--- src/rtl/ad5676_spi_responder.sv ---
// ad5676_spi_responder
// Emulates the responder end of the AD5676 8-channel DAC serial link in the
// clk domain. It oversamples n_cs, sck and mosi, decodes 24-bit frames into the
// input and DAC registers, applies ldac, and exposes the DAC codes.
// Optional readback: define AD5676_SPI_RESPONDER_READBACK_EN.
module ad5676_spi_responder #(
   parameter logic [15:0] RESET_CODE  = 16'h8000,
   parameter int          SYNC_STAGES = 2
) (
   input  logic         clk,
   input  logic         resetn,
   input  logic         n_cs,
   input  logic         sck,
   input  logic         mosi,
   input  logic         ldac,
   output logic         miso,
   output logic [127:0] dac_val_concat,
   output logic         frame_done,
   output logic         bad_cmd,
   output logic         frame_len_err
);

   logic [SYNC_STAGES-1:0] cs_sync_q, sck_sync_q, mosi_sync_q;
   logic                   cs_prev_q, sck_prev_q;
   logic                   cs_s, sck_s, mosi_s;
   logic                   cs_fall, cs_rise, sck_fall;

   logic                   active_q;
   logic [23:0]            shift_q;
   logic [4:0]             bit_cnt_q;
   logic                   pend_q;
   logic [23:0]            frame_q;

   logic [7:0][15:0]       input_q, input_d;
   logic [7:0][15:0]       dac_q, dac_d;
   logic [7:0]             mask_q, mask_d;
   logic                   bad_d;
   logic [127:0]           dac_out_q;
   logic                   frame_done_q, bad_cmd_q, frame_len_err_q;

   logic [3:0]             cmd;
   logic [3:0]             addr;
   logic [15:0]            data;
   logic [2:0]             ch;

   assign cs_s   = cs_sync_q[SYNC_STAGES-1];
   assign sck_s  = sck_sync_q[SYNC_STAGES-1];
   assign mosi_s = mosi_sync_q[SYNC_STAGES-1];

   // n_cs chain resets low so a chip select still asserted across reset never
   // looks like a fresh falling edge; a frame only starts from a seen fall.
   assign cs_fall  = cs_prev_q & ~cs_s;
   assign cs_rise  = ~cs_prev_q & cs_s;
   assign sck_fall = sck_prev_q & ~sck_s & ~cs_s & active_q;

   assign cmd  = frame_q[23:20];
   assign addr = frame_q[19:16];
   assign data = frame_q[15:0];
   assign ch   = addr[2:0];

   // Input synchronizers and edge-detect history.
   always_ff @(posedge clk) begin
      if (!resetn) begin
         cs_sync_q   <= '0;
         sck_sync_q  <= '1;
         mosi_sync_q <= '0;
         cs_prev_q   <= 1'b0;
         sck_prev_q  <= 1'b1;
      end else begin
         cs_sync_q   <= {cs_sync_q[SYNC_STAGES-2:0], n_cs};
         sck_sync_q  <= {sck_sync_q[SYNC_STAGES-2:0], sck};
         mosi_sync_q <= {mosi_sync_q[SYNC_STAGES-2:0], mosi};
         cs_prev_q   <= cs_s;
         sck_prev_q  <= sck_s;
      end
   end

   // Frame capture: shift on sck fall, qualify length on n_cs rise.
   always_ff @(posedge clk) begin
      if (!resetn) begin
         active_q        <= 1'b0;
         shift_q         <= '0;
         bit_cnt_q       <= '0;
         pend_q          <= 1'b0;
         frame_q         <= '0;
         frame_len_err_q <= 1'b0;
      end else begin
         pend_q <= 1'b0;
         if (cs_fall) begin
            active_q  <= 1'b1;
            shift_q   <= '0;
            bit_cnt_q <= '0;
         end else if (cs_rise) begin
            active_q <= 1'b0;
            if (active_q) begin
               if (bit_cnt_q == 5'd24) begin
                  pend_q  <= 1'b1;
                  frame_q <= shift_q;
               end else begin
                  frame_len_err_q <= 1'b1;
               end
            end
         end else if (sck_fall) begin
            shift_q <= {shift_q[22:0], mosi_s};
            if (bit_cnt_q != 5'd31) begin
               bit_cnt_q <= bit_cnt_q + 5'd1;
            end
         end
      end
   end

`ifdef AD5676_SPI_RESPONDER_READBACK_EN
   logic        rb_sel;
   logic        sck_rise;
   logic [2:0]  rb_ch_q;
   logic        rb_pend_q, rb_active_q;
   logic [23:0] rb_shift_q;

   assign sck_rise = ~sck_prev_q & sck_s & ~cs_s;
`endif

   // Command decode and ldac; frame writes to a channel override ldac for it,
   // and a soft reset overrides everything.
   always_comb begin
      input_d = input_q;
      dac_d   = dac_q;
      mask_d  = mask_q;
      bad_d   = 1'b0;
`ifdef AD5676_SPI_RESPONDER_READBACK_EN
      rb_sel  = 1'b0;
`endif
      for (int i = 0; i < 8; i++) begin
         if (ldac && !mask_q[i]) begin
            dac_d[i] = input_q[i];
         end
      end
      if (pend_q) begin
         if (cmd == 4'b0101) begin
            mask_d = data[7:0];
         end else if (addr[3]) begin
            bad_d = 1'b1;
         end else begin
            case (cmd)
               4'b0000: ;
               4'b0001: input_d[ch] = data;
               4'b0010: dac_d[ch] = input_q[ch];
               4'b0011: begin
                  input_d[ch] = data;
                  dac_d[ch]   = data;
               end
               4'b0110: begin
                  if (data == 16'h1234) begin
                     input_d = {8{RESET_CODE}};
                     dac_d   = {8{RESET_CODE}};
                     mask_d  = '0;
                  end
               end
`ifdef AD5676_SPI_RESPONDER_READBACK_EN
               4'b1001: rb_sel = 1'b1;
`endif
               default: bad_d = 1'b1;
            endcase
         end
      end
   end

   // Register file, output copy and sticky flags.
   always_ff @(posedge clk) begin
      if (!resetn) begin
         input_q      <= {8{RESET_CODE}};
         dac_q        <= {8{RESET_CODE}};
         mask_q       <= '0;
         dac_out_q    <= {8{RESET_CODE}};
         frame_done_q <= 1'b0;
         bad_cmd_q    <= 1'b0;
      end else begin
         input_q      <= input_d;
         dac_q        <= dac_d;
         mask_q       <= mask_d;
         dac_out_q    <= dac_q;
         frame_done_q <= pend_q;
         bad_cmd_q    <= bad_cmd_q | bad_d;
      end
   end

`ifdef AD5676_SPI_RESPONDER_READBACK_EN
   // Readback: arm on C=1001, load on the next n_cs fall, shift on sck rise.
   always_ff @(posedge clk) begin
      if (!resetn) begin
         rb_ch_q     <= '0;
         rb_pend_q   <= 1'b0;
         rb_active_q <= 1'b0;
         rb_shift_q  <= '0;
      end else begin
         if (rb_sel) begin
            rb_ch_q   <= ch;
            rb_pend_q <= 1'b1;
         end else if (cs_fall) begin
            if (rb_pend_q) begin
               rb_shift_q  <= {8'h00, input_q[rb_ch_q]};
               rb_active_q <= 1'b1;
               rb_pend_q   <= 1'b0;
            end
         end else if (cs_rise) begin
            if (rb_active_q) begin
               rb_active_q <= 1'b0;
               rb_ch_q     <= '0;
            end
         end else if (sck_rise && rb_active_q) begin
            rb_shift_q <= {rb_shift_q[22:0], 1'b0};
         end
      end
   end

   assign miso = rb_active_q & ~cs_s & rb_shift_q[23];
`else
   assign miso = 1'b0;
`endif

   assign dac_val_concat = dac_out_q;
   assign frame_done     = frame_done_q;
   assign bad_cmd        = bad_cmd_q;
   assign frame_len_err  = frame_len_err_q;

endmodule

--- config.mk ---
export PLATFORM = sky130hd
export DESIGN_NAME = ad5676_spi_responder
export DESIGN_NICKNAME = d
export VERILOG_FILES = /design/src/rtl/ad5676_spi_responder.sv
export SDC_FILE = /design/constraint.sdc
export NUM_CORES = 1
export LEC_CHECK = 0
export ABC_AREA = 0
export CORE_UTILIZATION = 52
export CTS_CLUSTER_DIAMETER = 60
export DETAILED_ROUTE_END_ITERATION = 12
export GPL_ROUTABILITY_DRIVEN = 1
export PLACE_DENSITY = 0.73
export SETUP_SLACK_MARGIN = 0.2
export SYNTH_ARGS = -nofsm -noshare
export SYNTH_HDL_FRONTEND = slang
export SYNTH_SLANG_ARGS = --single-unit
--- constraint.sdc ---
create_clock -name clk -period 5.05 [get_ports clk]
set_input_delay 1.2625 -clock clk [delete_from_list [all_inputs] [get_ports clk]]
set_output_delay 1.2625 -clock clk [all_outputs]
set_load 0.005 [all_outputs]
# Yosys cells after proc, flatten, opt, wreduce, memory -nomap -nowiden
# Cells that the tools add are included.
# Widths: inputs -> output; s select.
[op_classes] bitwise_logic=16 n_eq_ne=10 mux=33 n_reduce_logical=32 add_sub_neg=1 order_cmp=2
[op_table] cell="$mux 128" n=5
[op_table] cell="$bwmux 128" n=3
[op_table] cell="$pmux 128 s3" n=1
[op_table] cell="$pmux 128 s2" n=1
[op_table] cell="$mux 16" n=10
[op_table] cell="$bmux 16 s3" n=1
[op_table] cell="$demux 16 s3" n=1
[op_table] cell="$mux 8" n=4
[op_table] cell="$eq 16x13->1 const B" n=1
[op_table] cell="$reduce_and 4->1" n=3
[op_table] cell="$not 1->1" n=10
[op_table] cell="$logic_and 1x1->1" n=9
[op_table] cell="$eq 4x2->1 const B" n=2
[op_table] cell="$eq 4x3->1 const B" n=2
[op_table] cell="$logic_not 1->1" n=8
[op_table] cell="$reduce_bool 2->1" n=4
[op_table] cell="$mux 1" n=7
[op_table] cell="$add 5x1->5 const B" n=1
[op_table] cell="$and 1x1->1" n=5
[op_table] cell="$eq 5x5->1 const B" n=1
[op_table] cell="$ne 5x5->1 const B" n=1
[op_table] cell="$reduce_and 5->1" n=1
[op_table] cell="$reduce_or 5->1" n=1
[op_table] cell="$eq 4x1->1 const B" n=1
[op_table] cell="10 further kinds" n=11
[word_totals] regBits=458 input_bits=6 out_inout_bits=132

# Logic depth before layout (Yosys ltp)
[depth] word_depth=9 mapped_depth=8 mapped_depth_nobuf=7

# Worst setup path after synthesis
# No wires, ideal clock.
[synth_timing] path_type="input -> register" startpoint="input resetn" endpoint="register dac_q[29] (netlist name)" path_stages=5 t_arrival_ps=2381 n_path_buf=1 path_slack_ps=2594 cell_sequence="nand2_1 > nor3_4 > a21oi_4 > buf_6 > o22ai_1"
[synth_lines] item="start: declaration" line_no="11" text="input logic resetn,"
[synth_lines] item="end signal: assignment" line_no="171" text="dac_q <= {8{RESET_CODE}};"
[synth_lines] item="end: declaration" line_no="35" text="logic [7:0][15:0] dac_q, dac_d;"

# Worst setup path in the final report
[layout_timing] startpoint="input ldac" endpoint="register dac_q[79] (netlist name)"
[layout_via] elab_chain_cells=7
[layout_lines] item="start: declaration" line_no="15" text="input logic ldac,"
[layout_lines] item="$logic_and 1x1->1 (*)" line_no="133" text="if (ldac && !mask_q[i]) begin"
[layout_lines] item="$mux 16 (*)" line_no="133"
[layout_lines] item="$mux 128 (tied with other cells)" line_no="152" text="if (data == 16'h1234) begin"
[layout_lines] item="$pmux 128 s3" line_no="143" text="case (cmd)"
[layout_lines] item="$mux 128" line_no="140" text="end else if (addr[3]) begin"
[layout_lines] item="$mux 128" line_no="138" text="if (cmd == 4'b0101) begin"
[layout_lines] item="$mux 128 (*)" line_no="137" text="if (pend_q) begin"
# Mark *: on every way between the ends. The rest lies on a longest branch, timed or not.
# A chain may end at the register's enable or synchronous reset.

==> impl_metrics.env <==
export IMPL_grt_pass1_vias=12400
export IMPL_power_density_nw_per_um2=367
export IMPL_cpLargestDelayFamily="buffers and inverters"
export IMPL_gp_congestion=0.970
export IMPL_irDropWorstVdd_uv=232
export IMPL_power_leakage_nw=6.92
export IMPL_postCtsSetupRepairBufs=0
export IMPL_area_delta_synth_final_pct=17.3
export IMPL_hold_end="sck_sync_q[1]$_SDFF_PN1_"
export IMPL_status="completed"
export IMPL_synth_area_um2=16800
export IMPL_r2r_slack_ns=2.10
export IMPL_dpl_instance_area_um2=18100
export IMPL_die_h_um=182
export IMPL_cts_root_buf="clkbuf_16"
export IMPL_maxSlewViolCount=0
export IMPL_hpwl_mm=30.7
export IMPL_port_buffers=136
export IMPL_ios=138
export IMPL_cts_htree_levels=2
export IMPL_fmax_ghz=0.319
export IMPL_synth_async_reset_ratio_pct=0
export IMPL_tightest_slew_ns=1.25
export IMPL_p_total_w=0.00723
export IMPL_viasPerCell=6.08
export IMPL_cp_max_fo=17
export IMPL_wl_per_cell_um=21.7
export IMPL_hold_viol=0
export IMPL_wl_mm=46.4
export IMPL_design_area_um2=19700
export IMPL_yosysWarnings=0
export IMPL_ys_ff_latch=458
export IMPL_worst_clock_skew_ns=0.0179
export IMPL_cp_data_required_time_ns=5.41
export IMPL_grt_max_degree=131
export IMPL_slew_headroom_pct=16.4
export IMPL_num_fill_cells=2567
export IMPL_min_path_cells=1
export IMPL_reg2reg_to="dac_q[2]$_SDFF_PN0_"
export IMPL_cts_resized=0
export IMPL_final_common_cell="dfxtp_1"
export IMPL_worstSetupStartpointType="input pin"
export IMPL_final_cell_mix="dfxtp_1 (457), nand2_1 (148), mux2i_1 (137)"
export IMPL_nets=1714
export IMPL_timing_setup_tns_ns=0
export IMPL_cts_buffer_depth=3
export IMPL_drt_antenna_violating_nets=0
export IMPL_clkTransAtPathRegs_ns=0.06
export IMPL_insertedDiodeCount=0
export IMPL_clock_latency_ns=0.55
export IMPL_initial_core_util_pct=53.1
export IMPL_synth_edf_count=0
export IMPL_synthFlopType="dfxtp_1"
export IMPL_cts_made_buffers=46
export IMPL_crit_path_end_kind="flop"
export IMPL_core_area_um2=31600
export IMPL_reg2reg_from="frame_q[23]$_SDFFE_PN0P_"
export IMPL_dieArea_um2=33000
export IMPL_rsz0062_at_grt="false"
export IMPL_min_from="sck_sync_q[0]$_SDFF_PN1_"
export IMPL_drive_gt1_share_pct=7.42
export IMPL_drtPass1Iterations=6
export IMPL_ctsHoldBuffers=0
export IMPL_setup_viol=0
export IMPL_critPathBufInv=1
export IMPL_die_w_um=182
export IMPL_hp_class="reg -> reg"
export IMPL_fin_crit_sh_pct=62.1
export IMPL_syn_inst=1641
export IMPL_rr_worst_depth=4
export IMPL_vias=13000
export IMPL_cp_data_arrival_time_ns=3.50
export IMPL_antenna_found_initial=0
export IMPL_critPathMaxStageDelay_ns=0.82
export IMPL_max_cap_violations=0
export IMPL_ys_types=52
export IMPL_cpMaxStageDelayCell="clkdlybuf4s50_1"
export IMPL_crit_type="in -> reg"
export IMPL_syn_area_per_cell_um2=10.2
export IMPL_grt_first_pass_wirelength_mm=70.9
export IMPL_drcViolationCount=0
export IMPL_clkSinkCount=458
export IMPL_post_route_min_period_ns=3.13
export IMPL_tritoncts="done"
export IMPL_syn_num_nets=1653
export IMPL_grt_overflow_total=0
export IMPL_drt_iter0_drc=1540
export IMPL_seq_area_frac_synth_pct=54.6
export IMPL_grtUsageTotal_pct=27.9
export IMPL_rows=65
export IMPL_path_cells="clkdlybuf4s50_1 > nand2b_1 > o221ai_1 > o211ai_1"
per-stage QoR:
step	setup slack, ns	utilization (%)	hold slack, ns	instances
6_report	1.92	62.3	0.408	2141
3_3_place_gp	1.50	57.3	0.391	2056
5_1_grt	1.95	62.3	0.439	2141
4_1_cts	2.00	62.3	0.414	2141
2_1_floorplan	2.59	-	0.386	1641
3_5_place_dp	1.43	57.3	0.402	2056
state kept, by name (all words and copies together), names as in the netlist, 2 cells and up:
name,flops
frame_q,24
bit_cnt_q,5
cs_sync_q,2
dac_val_concat,128
shift_q,24
dac_q,128
sck_sync_q,2
input_q,128
mosi_sync_q,2
mask_q,8
per-layer routing:
layer | track usage [%] | vias up | routed length, um
li1 | - | 5996 | -
met1 | 36.6 | 6217 | 19100
met2 | 42.8 | 673 | 20500
met3 | 6.18 | 127 | 4390
met5 | 0 | - | 0
met4 | 15.1 | 0 | 2430
kinds of logic after synthesis:
logic type,share of synthesized area [%]
flops,54.6
compound gates,14.3
simple gates,15.2
fa+ha+maj,0.447
buf+inv,3.87
other cells,0.0223
mux,11.5
xor+xnor,0.156
report_power, final:
group,internal [W],switching [W],total [W]
registers,0.00361,0.00000124,0.00362
clock network,0.00206,0.00141,0.00347
logic,0.0000434,0.000102,0.000145
total,0.00572,0.00151,0.00723
how the worst max path moves through the flow:
stage | to | start | depth (start not counted)
finish | dac_q[79]$_SDFF_PN1_ | ldac | 4
global route | dac_q[34]$_SDFF_PN0_ | frame_q[23]$_SDFFE_PN0P_ | 4
CTS | dac_q[31]$_SDFF_PN1_ | ldac | 4
detailed placement | dac_q[31]$_SDFF_PN1_ | ldac | 4
global placement | dac_q[79]$_SDFF_PN1_ | ldac | 4
floorplan | dac_q[29]$_SDFF_PN0_ | resetn | 5
Yosys cell counts, types with 7 or more instances:
cell	instances	area share [%]
inv_1	7	0.16
clkbuf_1	74	1.7
o21ai_1	10	0.30
a21boi_0	24	1.1
a32oi_1	23	1.2
buf_2	30	0.89
buf_4	7	0.31
o21ai_0	112	3.3
buf_1	12	0.27
o221ai_1	9	0.47
mux4_2	24	3.2
a22oi_1	7	0.31
nor2_1	23	0.51
o22ai_1	134	5.0
buf_6	8	0.54
nand2b_1	27	1.0
a21oi_4	8	0.77
and2_1	128	4.8
nand2_1	148	3.3
nor3_1	13	0.39
dfxtp_1	458	55
nand3_1	130	3.9
a21oi_1	36	1.1
mux2i_1	137	8.2
worst register-to-register path, delay by kind of cell (launching register included):
family             cells  cell delay, ns
DFF                    1            0.43
AOI/OAI and AO/OA      2            0.93
and+or+nand+nor        2            1.51
final cells by class:
cell class	count	area (um2)	area share, %
flip-flops and latches	458	9170	46.6
well taps	402	503	2.55
clock buffers	69	1420	7.22
clock inverters	16	153	0.775
multi-input cells	1043	6980	35.4
inverters	8	30.0	0.152
repair buffers	145	1440	7.30
Power figures use the tool's default switching activity.
